==> src/rtl/status_stack_reg.sv <==
// status_stack_reg: N-bit status flag register with a DEPTH-entry LIFO
// shadow stack. Flags can be partially updated under a bit mask, saved
// (push), restored (pop) or swapped with the top entry (push+pop).
// Over/underflow attempts set sticky error flags that never block work.
// All state changes happen on the falling edge of clk; rst is async.
module status_stack_reg #(
    parameter int N     = 4,
    parameter int DEPTH = 4,
    localparam int CW   = $clog2(DEPTH + 1)
) (
    input  logic          clk,
    input  logic          rst,
    input  logic [N-1:0]  in,
    input  logic          s,
    input  logic [N-1:0]  mask,
    input  logic          push,
    input  logic          pop,
    input  logic          clr_err,
    output logic [N-1:0]  out,
    output logic [CW-1:0] count,
    output logic          full,
    output logic          empty,
    output logic          ovf_err,
    output logic          unf_err
);

    // Architectural state and its next-state values
    logic [N-1:0]  out_q;
    logic [N-1:0]  out_d;
    logic [CW-1:0] count_q;
    logic [CW-1:0] count_d;
    logic          ovf_q;
    logic          ovf_d;
    logic          unf_q;
    logic          unf_d;
    logic [N-1:0]  stack_q [DEPTH];

    // Single stack write port shared by push and exchange
    logic          wr_en;
    logic [CW-1:0] wr_idx;
    logic [N-1:0]  wr_data;

    // Decoded helpers
    logic          full_w;
    logic          empty_w;
    logic [CW-1:0] top_idx;
    logic [N-1:0]  top_val;
    logic [N-1:0]  upd_val;
    logic          ovf_set;
    logic          unf_set;

    assign full_w  = (count_q == CW'(DEPTH));
    assign empty_w = (count_q == '0);

    // Index of the most recent entry; only meaningful when not empty
    assign top_idx = count_q - CW'(1);

    // Masked flag update: written bits take in, others keep their value
    assign upd_val = (in & mask) | (out_q & ~mask);

    // Read mux for the top-of-stack entry; compares against the count-width
    // index so no out-of-range array access is ever generated
    always_comb begin
        top_val = '0;
        for (int k = 0; k < DEPTH; k++) begin
            if (top_idx == CW'(k)) begin
                top_val = stack_q[k];
            end
        end
    end

    // Command decode: exchange / pop / push / underflow / plain update.
    // A pop that finds data wins over s; a pop on an empty stack combined
    // with push degrades to a plain push and raises no underflow.
    always_comb begin
        out_d   = out_q;
        count_d = count_q;
        wr_en   = 1'b0;
        wr_idx  = count_q;
        wr_data = out_q;
        ovf_set = 1'b0;
        unf_set = 1'b0;
        if (pop && !empty_w) begin
            out_d = top_val;
            if (push) begin
                // Exchange: top entry and current flags swap places
                wr_en  = 1'b1;
                wr_idx = top_idx;
            end else begin
                count_d = count_q - CW'(1);
            end
        end else if (push) begin
            // Pushed value is the pre-update flags; update still applies
            if (s) begin
                out_d = upd_val;
            end
            if (full_w) begin
                ovf_set = 1'b1;
            end else begin
                wr_en   = 1'b1;
                wr_idx  = count_q;
                count_d = count_q + CW'(1);
            end
        end else if (pop) begin
            // Pop on empty stack: nothing moves, s is ignored
            unf_set = 1'b1;
        end else if (s) begin
            out_d = upd_val;
        end
    end

    // Sticky error flags: a new error on this edge beats clr_err
    always_comb begin
        ovf_d = ovf_set | (ovf_q & ~clr_err);
        unf_d = unf_set | (unf_q & ~clr_err);
    end

    // Flag register, occupancy count and error flags
    always_ff @(negedge clk or posedge rst) begin
        if (rst) begin
            out_q   <= '0;
            count_q <= '0;
            ovf_q   <= 1'b0;
            unf_q   <= 1'b0;
        end else begin
            out_q   <= out_d;
            count_q <= count_d;
            ovf_q   <= ovf_d;
            unf_q   <= unf_d;
        end
    end

    // Stack entries as individual registers so reset can clear them all
    generate
        for (genvar gi = 0; gi < DEPTH; gi++) begin : g_stack
            logic entry_we;
            assign entry_we = wr_en && (wr_idx == CW'(gi));

            // One stack entry, written when the shared port targets it
            always_ff @(negedge clk or posedge rst) begin
                if (rst) begin
                    stack_q[gi] <= '0;
                end else if (entry_we) begin
                    stack_q[gi] <= wr_data;
                end
            end
        end
    endgenerate

    assign out     = out_q;
    assign count   = count_q;
    assign full    = full_w;
    assign empty   = empty_w;
    assign ovf_err = ovf_q;
    assign unf_err = unf_q;

endmodule

==> config.mk <==
export PLATFORM = sky130hd
export DESIGN_NAME = status_stack_reg
export DESIGN_NICKNAME = d
export VERILOG_FILES = /design/src/rtl/status_stack_reg.sv
export SDC_FILE = /design/constraint.sdc
export NUM_CORES = 1
export LEC_CHECK = 0
export ABC_AREA = 1
export CAP_MARGIN = 10
export CELL_PAD_IN_SITES_DETAIL_PLACEMENT = 0
export CELL_PAD_IN_SITES_GLOBAL_PLACEMENT = 1
export CORE_AREA = 3 3 67 69
export CTS_CLUSTER_SIZE = 24
export DETAILED_ROUTE_END_ITERATION = 7
export DIE_AREA = 0 0 70 72
export PLACE_DENSITY_LB_ADDON = 0.1
export SETUP_SLACK_MARGIN = 0.1
export SLEW_MARGIN = 20
export SYNTH_ARGS = -nofsm -noshare
export SYNTH_HDL_FRONTEND = slang
export SYNTH_SLANG_ARGS = --single-unit
==> constraint.sdc <==
create_clock -name clk -period 3.7 [get_ports clk]
set_input_delay 0.37 -clock clk [delete_from_list [all_inputs] [get_ports clk]]
set_output_delay 0.37 -clock clk [all_outputs]
set_load 0.02 [all_outputs]
==> impl_results.md, run 1 <==
- IO Pins: 25
- Post-Place Cells: 311
- Clock tree sinks: 25
- DIE AREA: 0.00504 mm²
- RSZ-0062 raised after global routing: yes
- Share of the synthesized area in the top cell type: 37.9%
- # H-tree levels: 1
- CTS tree: built
- GRT Overall Usage: 16.7%
- DRT Pass-1 Iters: 4
- Peak VDD IR: 0.298 mV
- Layout cells sized above 1: 18.4%
- Synth warn: 0
- DR iter-0 viols: 94
- Hold Vio Cnt, Final: 0
- Final slew viol count: 0
- Status: finished, final reports clean
- Net count, final: 287
- Post-Synthesis Cells: 218
- Initial Utilization: 41.6%
- Dpl ws: -0.136 ns
- Slew headroom: 77.5%
- Final Util: 53.7%
- Max-cap violations: 0
- Initial antenna violation count: 0
- Fin cells: 316
- Number of synthesized flops with an enable pin: 0
- Final Setup Violations: 0
- Syn avg cell area: 7.58 µm²
- Synth area leader: dfrtn_1
- Pwr Density: 846 mW/mm²
- ANT nets after route: 0
- Worst path bufs/invs: 1
- Post-synthesis sequential area ratio: 37.9%
- Static Leak: 1.14 nW
- First-pass GRT wire length: 6.71 mm
- Clock latency on the worst-skew pair: 0.29 ns
- Via-per-instance ratio: 4.75
- Register-to-register setup slack: 1.83 ns
- Count leader, synth: nand2_1
- Crit path max-delay cell type: clkdlybuf4s50_1
- Post-route DRC: 0
- Routed wire length: 4.12 mm
- Setup crit start kind: flip-flop
- Least-Margin Pin Slew: 0.338 ns
- Critical path required time: 3.33 ns
- Post-Syn Nets: 238
- Endpoint class of the critical path: output pin
- # fillers: 391
- Commonest cells in the netlist: nand2_1 (74), nand3_1 (34), dfrtn_1 (25), inv_1 (23), o21ai_0 (8)
- Delay-heaviest family, CP: buffers and inverters
- Postcts setup bufs: 0
- Critical Path AT: 3.20 ns
- Detailed-route via count: 1502
- Vias in the first global route: 1477
- Cts bufs inserted: 3
- Top FF cell, synth: dfrtn_1
- Post-synth ARST share: 100%
- CP peak stage delay: 0.61 ns
- Fin Clk Skew: 0.00570 ns
- Diodes inserted: 0
- Sequential Area: 626 µm²
- Unique masters post-synth: 26
- Largest cells by area after synthesis: dfrtn_1 (38%), nand2_1 (17%), nand3_1 (10%)
- Area delta synth->final: 29.2%
- FF+latch count, synth: 25
- DIE HEIGHT: 72 µm
- WS Path Type: flip-flop to output pin
- Dpl hpwl: 3.12 mm
- Post-DP Area: 0.00209 mm²
- Pin count of the biggest net entering global routing: 26
- Clk buf depth: 2
- Clock transition at path regs: 0.07 ns
- Cell Area, Synth: 0.00165 mm²
- Die width: 70 µm
- Worst-path fanout max: 2
- Post-DR wirelength/cell: 13.0 µm
- Setup slack after layout: 0.134 ns
- Root buffer selected by CTS: clkbuf_8
- Final Wtd Congestion: 0.861
- Worst-path cell chain: clkdlybuf4s50_1
- Port bufs: 24
- Site row count: 23
- Core area: 0.00397 mm²
- Multi-input gate area: 896 µm²
- Setup TNS: 0 ns
- Hold Crit Class: flip-flop to flip-flop
- Final Cell Area: 0.00213 mm²
- Final global-route overflow total: 0
[layout by cell type (no fill, tap or decap), drive strengths merged]
master and count:
o21a 1, o21ai 10, inv 25, clkbuf 5, nand3 34, nor2 12, xnor2 1, nand2 82
a21oi 5, clkdlybuf4s50 18, buf 23, nor3b 4, nand3b 4, a31o 1, ha 6, nand4 2
xor2 1, dlygate4sd2 3, clkinvlp 1, dlymetal6s2s 1, o22ai 2, dfrtn 25
[kinds of logic (layout without fill, tap and decap cells)]
kind of cell	Yosys count	after routing	synth area share (%)
DFF	25	25	37.9
and+or+nand+nor	137	138	40.7
buffers and inverters	29	76	8.41
AOI/OAI and AO/OA	19	19	7.42
xor gates and xnor gates	2	2	1.06
adders and majority gates	6	6	4.55
[report_power, final]
group / internal, mW / switching (mW) / total (mW)
combinational: 0.451 / 0.698 / 1.15
sequential: 0.402 / 0.0726 / 0.475
clock: 0.0767 / 0.105 / 0.182
[per-stage QoR]
step                hold slack, ns  power [mW]
finish                       0.417        1.80
global route                 0.436        1.96
CTS                          0.420        1.80
detailed placement           0.417        1.63
global placement             0.416        1.64
floorplan                    0.394        1.23
[metal layers]
metal  GRT usage, %  share of wire (%)
met5              0                  0
met1           23.1                 49
met2           28.3                 45
met4           3.19               0.95
met3           2.08                4.7
[path summary, 6_finish.rpt]
path	start	endpoint	depth (start not counted)
max	flip-flop	out[0]	1
min	stack_q[7]	stack_q[7]	2
max reg2reg	count[0]	flip-flop	11
min reg2reg	stack_q[7]	stack_q[7]	2
max in group asynchronous	rst	stack_q[3]	3
min in group asynchronous	rst	count[0]	3
[layout make-up]
type                       instances  share of cell area (%)
sequential                        25                    29.3
tap                               50                    2.93
clock inverter                     1                   0.352
multi-input combinational        165                    42.0
timing repair buffer              47                    18.8
clock buffer                       3                    1.94
inverter                          25                    4.63
[repair_timing]
| action | in CTS | in global routing |
|---|---|---|
| hold buffers | 0 | 0 |
| setup endpoints to repair | 5 | 22 |
| cloned | 0 | 1 |
| gates resized for setup | 8 | 3 |
| pin swaps | 0 | 1 |
Note: power is estimated with default switching activity, not from simulation.
==> inputs of run 2 (changes only) <==
CORE_AREA = 3 3 85 55   (was 3 3 67 69)
DIE_AREA = 0 0 88 58   (was 0 0 70 72)
==> run 2 against run 1 <==
  * Count of clock-buffer cells in the layout grew 1
  * Combinational power rose by 3%
  * Critical path depth did not move
  * Non-clock buffer count grew 1
  * Cell count stayed put
==> impl_results.md, run 2 (same netlist as run 1, synthesis figures left out) <==
- Status: finished, final reports clean
- Setup slack after layout: 0.166 ns
- Peak VDD IR: 0.291 mV
- Max-cap violations: 0
- NetSw: 0.900 mW
- Die width: 88 µm
- DRT Pass-1 Iters: 5
- Final hold slack: 0.428 ns
- Post-DR wirelength/cell: 14.6 µm
- Least-Margin Pin Slew: 0.348 ns
- Vias in the first global route: 1554
- Core area: 0.00399 mm²
- Endpoint class of the critical path: output pin
- Sw frac: 48.8%
- Clock share of power: 9.3%
- Layout cells sized above 1: 18.4%
- Dpl ws: -0.153 ns
- Root buffer selected by CTS: clkbuf_8
- Worst path bufs/invs: 1
- Slew headroom: 76.8%
- Area delta synth->final: 30.1%
- Clk buf depth: 2
- Port bufs: 24
- Pwr Density: 859 mW/mm²
- ANT nets after route: 0
- First-pass GRT wire length: 7.49 mm
- WS Path Type: flip-flop to output pin
- Pin count of the biggest net entering global routing: 26
- Final Setup Violations: 0
- Net count, final: 287
- Initial antenna violation count: 0
- Delay-heaviest family, CP: buffers and inverters
- # fillers: 371
- CTS tree: built
- Clock latency on the worst-skew pair: 0.28 ns
- Final Wtd Congestion: 0.851
- Worst-path fanout max: 2
- CTS Hold Bufs: 0
- GRT Overall Usage: 19.5%
- Worst-path cell chain: clkdlybuf4s50_1
- IO Pins: 25
- Final global-route overflow total: 0
- Site row count: 18
- Seq pwr share: 26.2%
- DIE HEIGHT: 58 µm
- Setup crit start kind: flip-flop
- Clock transition at path regs: 0.06 ns
- CP peak stage delay: 0.61 ns
- Cts bufs inserted: 3
- Critical path required time: 3.33 ns
- Diodes inserted: 0
- Worst Hold Path Cells: 2
- Via-per-instance ratio: 5.06
- Static Leak: 1.19 nW
- Critical Path AT: 3.16 ns
- Hold Vio Cnt, Final: 0
- Final slew viol count: 0
- Internal: 0.944 mW
- Worst Reg-to-Reg Cells: 11
- Commonest non-fill, non-tap cell in the layout: nand2_1
- Combinational Power Share: 64.5%
- RSZ-0062 raised after global routing: no
- Post-route DRC: 0
- DIE AREA: 0.00510 mm²
- Hold Crit Class: flip-flop to flip-flop
- DR iter-0 viols: 121
- Clock tree sinks: 25
- Detailed-route via count: 1600
- Crit path max-delay cell type: clkdlybuf4s50_1
- Routed wire length: 4.60 mm
- Fin Clk Skew: 0.00169 ns
- # H-tree levels: 1
- WP depth: 1
- Initial Utilization: 41.4%
- Most frequent cells in the layout: nand2_1 (74), nand3_1 (34), dfrtn_1 (25)
- Dpl hpwl: 3.53 mm
run 2: power by group through the flow:
| stage | registers [mW] | clock network, mW | logic (mW) |
|---|---|---|---|
| after floorplan | 0.538 | 0 | 0.688 |
| after global placement | 0.482 | 0 | 1.15 |
| after detailed placement | 0.485 | 0 | 1.17 |
| after CTS | 0.482 | 0.178 | 1.18 |
| after global routing | 0.499 | 0.188 | 1.32 |
| final | 0.483 | 0.171 | 1.19 |
run 2: repair_timing:
action | in CTS | in global routing
endpoints found under the setup margin | 5 | 25
resized for setup | 12 | 7
pin swaps | 0 | 1
setup buffers | 0 | 2
run 2: final timing paths:
path	start	end	slack, ns
min	stack_q[8]	stack_q[8]	0.43
max	unf_err	unf_err	0.17
max in group asynchronous	rst	stack_q[6]	1.21
min reg2reg	stack_q[8]	stack_q[8]	0.43
max reg2reg	count[0]	flip-flop	1.83
min in group asynchronous	rst	stack_q[12]	2.20
run 2: stage by stage:
stage / total power [mW] / instances / setup TNS [ns] / instance area (µm²) / utilization [%]
5_1_grt: 2.01 / 316 / 0 / 2150 / 53.9
3_3_place_gp: 1.63 / 310 / -1.46 / 2080 / 52.2
2_1_floorplan: 1.23 / 218 / 0 / 1650 / -
3_5_place_dp: 1.65 / 310 / -2.11 / 2080 / 52.2
4_1_cts: 1.84 / 314 / 0 / 2130 / 53.4
6_report: 1.84 / 316 / 0 / 2150 / 53.9
run 2: layout make-up:
cell class,instances,area (µm²),share of cell area (%)
well taps,50,62.6,2.91
multi-input cells,164,900,41.9
clock buffers,4,45.0,2.10
flip-flops and latches,25,626,29.1
inverters,25,98.8,4.60
repair buffers,48,417,19.4
run 2: per-layer routing:
layer | vias to the layer above | global-route usage, % | share of wire (%)
li1 | 794 | - | -
met1 | 736 | 28.5 | 49
met2 | 68 | 29.0 | 41
met3 | 2 | 4.83 | 9.4
met4 | 0 | 5.25 | 0.48
met5 | - | 0 | 0
